==> config.mk <==
export PLATFORM = sky130hd
export DESIGN_NAME = des_block_packer_flat
export DESIGN_NICKNAME = d
export VERILOG_FILES = /design/src/rtl/des_block_packer_if.sv /design/src/rtl/des_block_packer.sv /design/src/flat_wrapper.sv
export SDC_FILE = /design/constraint.sdc
export NUM_CORES = 1
export LEC_CHECK = 0
export ABC_CLOCK_PERIOD_IN_PS = 6500
export CAP_MARGIN = 20
export CORE_ASPECT_RATIO = 1.1
export CORE_MARGIN = 4
export CORE_UTILIZATION = 41
export CTS_CLUSTER_DIAMETER = 150
export DETAILED_ROUTE_END_ITERATION = 10
export PLACE_DENSITY = 0.68
export SETUP_SLACK_MARGIN = 0.15
export SYNTH_ARGS = -nofsm -noshare
export SYNTH_HDL_FRONTEND = slang
export SYNTH_SLANG_ARGS = --single-unit
==> constraint.sdc <==
create_clock -name clk -period 6.5 [get_ports clk]
set_input_delay 0.65 -clock clk [delete_from_list [all_inputs] [get_ports clk]]
set_output_delay 0.65 -clock clk [all_outputs]
set_load 0.01 [all_outputs]
==> src/rtl/des_block_packer_if.sv <==
// Byte-stream / cipher-side signal bundle for des_block_packer.
// master = byte source and cipher core side, slave = the packer itself.
interface des_block_packer_if #(
    parameter int unsigned CNT_W = 16
);
    logic [7:0]       byte_i;
    logic             byte_valid_i;
    logic             byte_last_i;
    logic             byte_ready_o;
    logic             cipher_rdy_i;
    logic [0:63]      data_o;
    logic             valid_o;
    logic             start_o;
    logic             last_o;
    logic [CNT_W-1:0] block_cnt_o;

    modport master (
        output byte_i, byte_valid_i, byte_last_i, cipher_rdy_i,
        input  byte_ready_o, data_o, valid_o, start_o, last_o, block_cnt_o
    );

    modport slave (
        input  byte_i, byte_valid_i, byte_last_i, cipher_rdy_i,
        output byte_ready_o, data_o, valid_o, start_o, last_o, block_cnt_o
    );
endinterface

==> src/rtl/des_block_packer.sv <==
// Packs a byte stream into padded 64-bit blocks for the CBC triple-DES core.
// DES_PKCS7_PAD_EN selects PKCS#7 padding; otherwise final blocks are zero padded.
module des_block_packer #(
    parameter int unsigned CNT_W = 16
) (
    input logic               clk,
    input logic               reset,
    des_block_packer_if.slave bus
);

`ifdef DES_PKCS7_PAD_EN
    localparam bit PKCS7 = 1'b1;
`else
    localparam bit PKCS7 = 1'b0;
`endif

    typedef enum logic [1:0] {FILL, PAD, SEND, HOLD} state_e;

    state_e           state_q, state_d;
    logic [2:0]       cnt_q, cnt_d;
    logic [7:0]       blk_q [8];
    logic [7:0]       blk_d [8];
    logic             first_q, first_d;
    logic             last_flag_q, last_flag_d;
    logic             pad_pend_q, pad_pend_d;
    logic             byte_ready_q, byte_ready_d;
    logic [0:63]      data_q, data_d;
    logic             valid_q, valid_d;
    logic             start_q, start_d;
    logic             last_q, last_d;
    logic [CNT_W-1:0] block_cnt_q, block_cnt_d;
    logic             accept;
    logic [7:0]       pad_val;

    always_comb begin
        state_d     = state_q;
        cnt_d       = cnt_q;
        blk_d       = blk_q;
        first_d     = first_q;
        last_flag_d = last_flag_q;
        pad_pend_d  = pad_pend_q;
        data_d      = data_q;
        valid_d     = 1'b0;
        start_d     = 1'b0;
        last_d      = 1'b0;
        block_cnt_d = block_cnt_q;
        accept      = bus.byte_valid_i & byte_ready_q;
        // cnt_q = 0 only reaches PAD for the all-pad block, giving 8'h08
        pad_val     = PKCS7 ? (8'd8 - {5'd0, cnt_q}) : 8'h00;

        case (state_q)
            FILL: begin
                if (accept) begin
                    blk_d[cnt_q] = bus.byte_i;
                    cnt_d        = cnt_q + 3'd1;
                    if (cnt_q == 3'd7) begin
                        state_d = SEND;
                        if (bus.byte_last_i) begin
                            last_flag_d = !PKCS7;
                            pad_pend_d  = PKCS7;
                        end else begin
                            last_flag_d = 1'b0;
                        end
                    end else if (bus.byte_last_i) begin
                        state_d = PAD;
                    end
                end
            end
            PAD: begin
                for (int unsigned s = 0; s < 8; s++) begin
                    if (3'(s) >= cnt_q) begin
                        blk_d[s] = pad_val;
                    end
                end
                cnt_d       = 3'd0;
                last_flag_d = 1'b1;
                pad_pend_d  = 1'b0;
                state_d     = SEND;
            end
            SEND: begin
                if (bus.cipher_rdy_i) begin
                    valid_d     = 1'b1;
                    data_d      = {blk_q[0], blk_q[1], blk_q[2], blk_q[3],
                                   blk_q[4], blk_q[5], blk_q[6], blk_q[7]};
                    start_d     = first_q;
                    last_d      = last_flag_q;
                    block_cnt_d = first_q ? CNT_W'(1) :
                                  ((block_cnt_q == '1) ? block_cnt_q : block_cnt_q + 1'b1);
                    first_d     = 1'b0;
                    state_d     = HOLD;
                end
            end
            HOLD: begin
                if (last_q) begin
                    first_d = 1'b1;
                    cnt_d   = 3'd0;
                end
                state_d = pad_pend_q ? PAD : FILL;
            end
            default: state_d = FILL;
        endcase

        byte_ready_d = (state_d == FILL);
    end

    always_ff @(posedge clk or negedge reset) begin
        if (!reset) begin
            state_q      <= FILL;
            cnt_q        <= 3'd0;
            blk_q        <= '{default: '0};
            first_q      <= 1'b1;
            last_flag_q  <= 1'b0;
            pad_pend_q   <= 1'b0;
            byte_ready_q <= 1'b0;
            data_q       <= '0;
            valid_q      <= 1'b0;
            start_q      <= 1'b0;
            last_q       <= 1'b0;
            block_cnt_q  <= '0;
        end else begin
            state_q      <= state_d;
            cnt_q        <= cnt_d;
            blk_q        <= blk_d;
            first_q      <= first_d;
            last_flag_q  <= last_flag_d;
            pad_pend_q   <= pad_pend_d;
            byte_ready_q <= byte_ready_d;
            data_q       <= data_d;
            valid_q      <= valid_d;
            start_q      <= start_d;
            last_q       <= last_d;
            block_cnt_q  <= block_cnt_d;
        end
    end

    assign bus.byte_ready_o = byte_ready_q;
    assign bus.data_o       = data_q;
    assign bus.valid_o      = valid_q;
    assign bus.start_o      = start_q;
    assign bus.last_o       = last_q;
    assign bus.block_cnt_o  = block_cnt_q;

endmodule

==> src/flat_wrapper.sv <==
// flat-port wrapper written by rule: the top's interface ports become plain ports
module des_block_packer_flat 
#(
    parameter int unsigned CNT_W = 16
)
  (clk, reset, bus_byte_i, bus_byte_valid_i, bus_byte_last_i, bus_cipher_rdy_i, bus_byte_ready_o, bus_data_o, bus_valid_o, bus_start_o, bus_last_o, bus_block_cnt_o);
  des_block_packer_if #(.CNT_W(CNT_W)) bus_i ();
  input logic clk;
  input logic reset;
  input wire logic [$bits(bus_i.byte_i)-1:0] bus_byte_i;
  input wire logic [$bits(bus_i.byte_valid_i)-1:0] bus_byte_valid_i;
  input wire logic [$bits(bus_i.byte_last_i)-1:0] bus_byte_last_i;
  input wire logic [$bits(bus_i.cipher_rdy_i)-1:0] bus_cipher_rdy_i;
  output wire logic [$bits(bus_i.byte_ready_o)-1:0] bus_byte_ready_o;
  output wire logic [$bits(bus_i.data_o)-1:0] bus_data_o;
  output wire logic [$bits(bus_i.valid_o)-1:0] bus_valid_o;
  output wire logic [$bits(bus_i.start_o)-1:0] bus_start_o;
  output wire logic [$bits(bus_i.last_o)-1:0] bus_last_o;
  output wire logic [$bits(bus_i.block_cnt_o)-1:0] bus_block_cnt_o;
  assign bus_i.byte_i = bus_byte_i;
  assign bus_i.byte_valid_i = bus_byte_valid_i;
  assign bus_i.byte_last_i = bus_byte_last_i;
  assign bus_i.cipher_rdy_i = bus_cipher_rdy_i;
  assign bus_byte_ready_o = bus_i.byte_ready_o;
  assign bus_data_o = bus_i.data_o;
  assign bus_valid_o = bus_i.valid_o;
  assign bus_start_o = bus_i.start_o;
  assign bus_last_o = bus_i.last_o;
  assign bus_block_cnt_o = bus_i.block_cnt_o;
  des_block_packer #(.CNT_W(CNT_W)) u_core (.clk(clk), .reset(reset), .bus(bus_i));
endmodule
==> flow_summary.json <==
{
  "status": "finished clean",
  "clockBufferDepth": 2,
  "die_x_um": 129.2,
  "clk_latency_ns": 0.42,
  "synth_top_family_by_area": "simple AND/OR/NAND/NOR gates",
  "netlist_area_um2": 6623,
  "clk_pin_slew_worst_paths_ns": 0.06,
  "gr-total-overflow": 0,
  "synth_mux_area_share_pct": 1.360,
  "synth_edf_count": 0,
  "post_cts_buffers": 0,
  "core_um2": 15800,
  "ys_seq_area_share_pct": 58.59,
  "slowest_delay_ns": 0.75,
  "yosysMostFrequentCell": "nand2_1",
  "synthXorXnorAreaFrac_pct": 0,
  "final_nets": 783,
  "arrival_ns": 3.10,
  "post-route-period-util_pct": 42.34,
  "leakage_nw": 3.916,
  "grt_pass1_vias": 5325,
  "slowest_stage": "nor3_1",
  "synth_adder_area_share_pct": 1.700,
  "async_reset_ff_share_pct": 100.0,
  "tightest_slew_ns": 0.8573,
  "drv_slew": 0,
  "diodes": 0,
  "finalSetupTns_ns": 0,
  "yosysUniqueCellTypes": 48,
  "cp-end-kind": "flip-flop",
  "yosysWarnings": 0,
  "drc": 0,
  "final.setup.worst_slack_ns": 3.748,
  "min_path_type": "in -> async",
  "synth.largest_area_cell": "dfrtp_1",
  "start_util_pct": 41.93,
  "peakVddDrop_mv": 0.2213,
  "grt_max_degree": 87,
  "drive_gt1_share_pct": 6.072,
  "critical_path.cell_chain": "inv_1 > ha_1 > buf_4 > nand2b_1 > a21o_1 > nor3_1 > a22o_1",
  "place_hpwl_um": 10680,
  "maxCapViolations": 0,
  "ant_nets": 0,
  "ios": 97,
  "wire_per_inst_um": 16.41,
  "rsz0062_at_grt": "false",
  "fmax_mhz": 363.3,
  "dp_slack_ns": 3.343,
  "die_h_um": 141.3,
  "htree_num_levels": 4,
  "track_usage_pct": 18.27,
  "first_pass_iters": 6,
  "synth_common_cells": "nand2_1, dfrtp_1, o21ai_0, clkbuf_1, o2bb2ai_1",
  "antenna_found_initial": 0,
  "path_max_fanout": 45,
  "cts_tree": "built",
  "vias": 5243,
  "clock_sink_count": 155,
  "port_buffers": 96,
  "crit_required_ns": 6.85,
  "post_synth_inst_count": 677,
  "wl_um": 15990,
  "relSlewSlack_pct": 42.40,
  "cts_hold_buf": 0,
  "synthSimpleGateAreaFrac_pct": 20.46,
  "min_period_ns": 2.752,
  "grt_first_pass_wirelength_um": 26770,
  "syn-num-nets": 699,
  "synth_ff_type": "dfrtp_1",
  "gp_congestion": 0.8349,
  "num_rows": 48,
  "synthTopCellsByArea": "dfrtp_1, nand2_1, o2bb2ai_1",
  "cts-resized-gates": 0,
  "hold_violations": 0,
  "synth_compound_gate_area_share_pct": 14.87,
  "syn_to_final_growth_pct": 26.09,
  "numCtsBuffers": 17,
  "start_kind": "flip-flop",
  "synth_area_per_cell_um2": 9.782,
  "power.density_nw_per_um2": 507.6,
  "synth.top_cell.area_share_pct": 58.19,
  "ys_ff_latch": 155,
  "finalClockSkew_ns": 0.009996,
  "worst-setup-path-type": "reg -> reg",
  "drtIter0Drc": 474,
  "fp.dieArea_um2": 18250,
  "root_buffer": "clkbuf_16",
  "finalSetupViolCount": 0,
  "routed_via_density": 5.383
}
## state kept, by name, indices dropped and copies added, names as in the netlist
register                 cells
u_core.cnt_q                 3
u_core.bus.valid_o           1
u_core.bus.data_o           64
u_core.last_flag_q           1
u_core.bus.byte_ready_o      1
u_core.first_q               1
u_core.blk_q                64
u_core.bus.start_o           1
u_core.bus.block_cnt_o      16
u_core.bus.last_o            1
u_core.state_q               2
## worst max-delay path: cells and delay by family (launching register included)
family          cells  cell delay [ns]
fa+ha+maj           1             0.17
compound gates      2             0.70
flops               1             0.40
buf+inv             2             0.48
simple gates        2             0.94
## layout by cell type (no fill, tap or decap), types with 2 or more instances in the layout
| master | n |
|---|---|
| nand2_1 | 233 |
| dfrtp_1 | 154 |
| clkdlybuf4s50_1 | 95 |
| o21ai_0 | 32 |
| o2bb2ai_1 | 27 |
| o211ai_1 | 17 |
| clkbuf_16 | 17 |
| nor2_1 | 16 |
| a22oi_1 | 16 |
| a22o_1 | 16 |
| nand3_1 | 15 |
| inv_1 | 13 |
| a21oi_1 | 11 |
| nor2b_1 | 10 |
| nand2b_1 | 9 |
| ha_1 | 9 |
| nor3_1 | 8 |
| mux2i_1 | 6 |
| a21o_1 | 5 |
| nand4_1 | 4 |
| nor4_1 | 4 |
| or3_1 | 3 |
| o22ai_1 | 3 |
| inv_6 | 3 |
| clkinv_4 | 3 |
| clkinvlp_4 | 3 |
| buf_4 | 3 |
| and3_1 | 2 |
| or4_1 | 2 |
| or2_2 | 2 |
| a31oi_1 | 2 |
| o21a_1 | 2 |
| mux2_4 | 2 |
| bufinv_16 | 2 |
| clkbuf_1 | 2 |
## routing by layer
metal	GRT usage [%]	up-vias	part of all wire, %
met3	4.029	29	4.6
li1	-	2486	-
met5	0	-	0
met2	27.92	151	47
met1	25.71	2577	46
met4	6.689	0	2.3
## power by group
group | total, W | switching, W | internal (W)
clock | 0.000977 | 0.000396 | 0.000580
sequential | 0.00165 | 0.000314 | 0.00133
combinational | 0.00161 | 0.000828 | 0.000785
## path summary, 6_finish.rpt
check	startpoint	to	slack, ns	cells after the start
min in group clk	u_core.bus.data_o[60]$_DFFE_PN0P_	u_core.bus.data_o[60]$_DFFE_PN0P_	0.47	2
max in group asynchronous	reset	u_core.blk_q[51]$_DFFE_PN0P_	5.13	3
max	u_core.state_q[1]$_DFF_PN0_	u_core.blk_q[62]$_DFFE_PN0P_	3.75	7
min reg2reg	u_core.bus.data_o[60]$_DFFE_PN0P_	u_core.bus.data_o[60]$_DFFE_PN0P_	0.47	2
min	reset	u_core.bus.block_cnt_o[6]$_DFFE_PN0P_	0.22	1
max reg2reg	u_core.state_q[1]$_DFF_PN0_	u_core.blk_q[62]$_DFFE_PN0P_	3.75	7
## cells by family after synthesis
family	Yosys count
AOI/OAI and AO/OA	138
and+or+nand+nor	316
muxes	8
DFF	155
adders and majority gates	9
buffers and inverters	51
## stage by stage
| step | cells | hold slack [ns] | total power, W | util, % | instance area (um^2) |
|---|---|---|---|---|---|
| 6_report | 974 | 0.2166 | 0.004239 | 52.87 | 8351 |
| 5_1_grt | 974 | 0.2654 | 0.004552 | 52.87 | 8351 |
| 4_1_cts | 972 | 0.2534 | 0.004263 | 52.57 | 8303 |
| 3_5_place_dp | 940 | 0.4617 | 0.003268 | 48.85 | 7716 |
| 3_3_place_gp | 940 | 0.4625 | 0.003212 | 48.85 | 7716 |
| 2_1_floorplan | 677 | 0.3544 | 0.002547 | - | 6623 |
## area by class of cell
cell class,instances,area [um^2]
tap,200,250.2
timing repair buffer,101,1032
inverter,15,56.30
sequential,155,3880
clock inverter,12,140.1
clock buffer,20,446.7
multi-input combinational,471,2545
fill,1390,7445
Note: power is estimated with default switching activity, not from simulation.
==> edit, RTL diff (config.mk and constraints unchanged) <==
Re-encode `state_e` (4 states) as one-hot, 4 bits wide.
--- a/src/rtl/des_block_packer.sv
+++ b/src/rtl/des_block_packer.sv
@@ -16,3 +16,3 @@
 
-    typedef enum logic [1:0] {FILL, PAD, SEND, HOLD} state_e;
+    typedef enum logic [3:0] {FILL = 4'b0001, PAD = 4'b0010, SEND = 4'b0100, HOLD = 4'b1000} state_e;
 
Formal check against the unedited RTL: same outputs for any inputs over 10 cycles, from zero or initial values and one cycle with reset low; not proved beyond that.
==> edit against the original RTL <==
  * Cell count shrank 5.5%
  * Sequential cell count grew 2
  * Global-route usage shrank 0.15 points
  * Design area shrank 2.0%
  * Wire length shrank 3.0%
  * Highest routed layer unchanged
  * Critical endpoint is now u_core.bus.block_cnt_o[7]
  * Setup slack lost 0.35 ns
  * Total power shrank 15%
  * Clock power shrank 5.9%
  * Synthesized area shrank 1.4%
  * Count of clock-buffer cells in the layout grew 4
  * Critical path type is now primary input to register
  * Hold slack gained 0.082 ns
  * Via count shrank 5.4%
==> edit: results (changes against the original RTL) <==
Initial antenna violation count - 0 (unchanged)
Largest cells by area after synthesis - dfrtp_1, nand2_1, o2bb2ai_1, mux2_2, a22o_1
Largest net degree at the start of global routing - 90 (+3.4%)
Layout net count - 727 (-7.2%)
VDD IR max - 0.232 mV (+4.8%)
Total GRT Usage - 18.1% (-0.15 points)
Hpwl dp - 10600 um (-0.91%)
Wire length on met3 - 895 um (+23%)
Initial DRT Pass Iterations - 4 (-2)
YS warnings - 0 (unchanged)
Met1 WL - 6980 um (-5.6%)
Critical Path Fanout Max - 64 (+42%)
Net switching power - 1.14 mW (-26%)
Leakage - 3.81 nW (-2.8%)
Global-route wire length before repair - 26200 um (-2.2%)
Status - completed
Wire per inst - 16.9 um (+2.7%)
Reg2reg path depth - 5 (-2)
Layout cells sized above 1 - 8.47% (+2.4 points)
GPL Wtd Cong - 0.814 (-2.5%)
Detail Route met2 WL - 7440 um (-0.68%)
Post-synthesis sequential area ratio - 60.2% (+1.6 points)
Initial DRC count - 390 (-18%)
Vias - 4960 (-5.4%)
Distinct cells, synth - 55 (+15%)
Synthesized Nets - 638 (-8.7%)
Commonest cells in the netlist - nand2_1, dfrtp_1, o2bb2ai_1
Fill cells - 1358 (-2.3%)
Worst slew pin tran - 1.00 ns (+0.145 ns)
edit: per-stage QoR:
| stage | worst slack [ns] | power [mW] | area, um^2 | utilization, % | std cells |
|---|---|---|---|---|---|
| 4_1_cts | 3.36 | 3.62 | 8180 | 52.2 | 920 |
| 6_report | 3.40 | 3.59 | 8180 | 52.2 | 920 |
| 2_1_floorplan | 4.37 | 2.18 | 6530 | - | 620 |
| 5_1_grt | 3.17 | 3.82 | 8180 | 52.2 | 920 |
| 3_5_place_dp | 2.94 | 2.69 | 7640 | 48.7 | 890 |
| 3_3_place_gp | 3.04 | 2.65 | 7640 | 48.7 | 890 |
edit: worst max-delay path: stages:
cell and delay [ns]:
clkdlybuf4s50_1 0.49, nand4bb_1 0.22, or2_2 0.37, inv_2 0.73, o21ai_1 0.51, a211o_1 0.41
edit: final timing paths:
path                              startpoint                         end  slack (ns)
min in group clk            u_core.blk_q[22]       u_core.bus.data_o[41]        0.47
max reg2reg                u_core.state_q[2]   u_core.bus.block_cnt_o[7]        3.44
max in group asynchronous              reset  u_core.bus.block_cnt_o[10]        4.82
min                                    reset   u_core.bus.block_cnt_o[0]        0.30
min reg2reg                 u_core.blk_q[22]       u_core.bus.data_o[41]        0.47
max                         bus_cipher_rdy_i   u_core.bus.block_cnt_o[7]        3.40
edit: cells by family after synthesis:
| group | Yosys count | share of synthesized area, % |
|---|---|---|
| AOI/OAI and AO/OA | 100 | 11.9 |
| xor gates and xnor gates | 1 | 0.134 |
| adders and majority gates | 5 | 0.958 |
| buffers and inverters | 46 | 2.84 |
| DFF | 157 | 60.2 |
| muxes | 26 | 4.37 |
| and+or+nand+nor | 285 | 19.6 |
edit: cell type report:
cell class	instances	area (um^2)	share of cell area [%]
inverters	18	67.6	0.826
multi-input cells	417	2410	29.5
flip-flops and latches	157	3930	48.0
well taps	200	250	3.06
clock buffers	24	482	5.89
clock inverters	6	62.6	0.765
repair buffers	98	977	11.9
edit: metal layers:
metal / track usage (%) / up-vias
li1: - / 2327
met1: 25.3 / 2473
met2: 28.0 / 145
met3: 4.73 / 15
met4: 5.20 / 0
met5: 0 / -
edit: power groups by stage:
stage	clock network [mW]	registers, mW	logic (mW)
finish	0.919	1.60	1.07
global route	0.982	1.65	1.18
CTS	0.934	1.60	1.09
detailed placement	0	1.61	1.08
global placement	0	1.60	1.05
floorplan	0	1.58	0.594
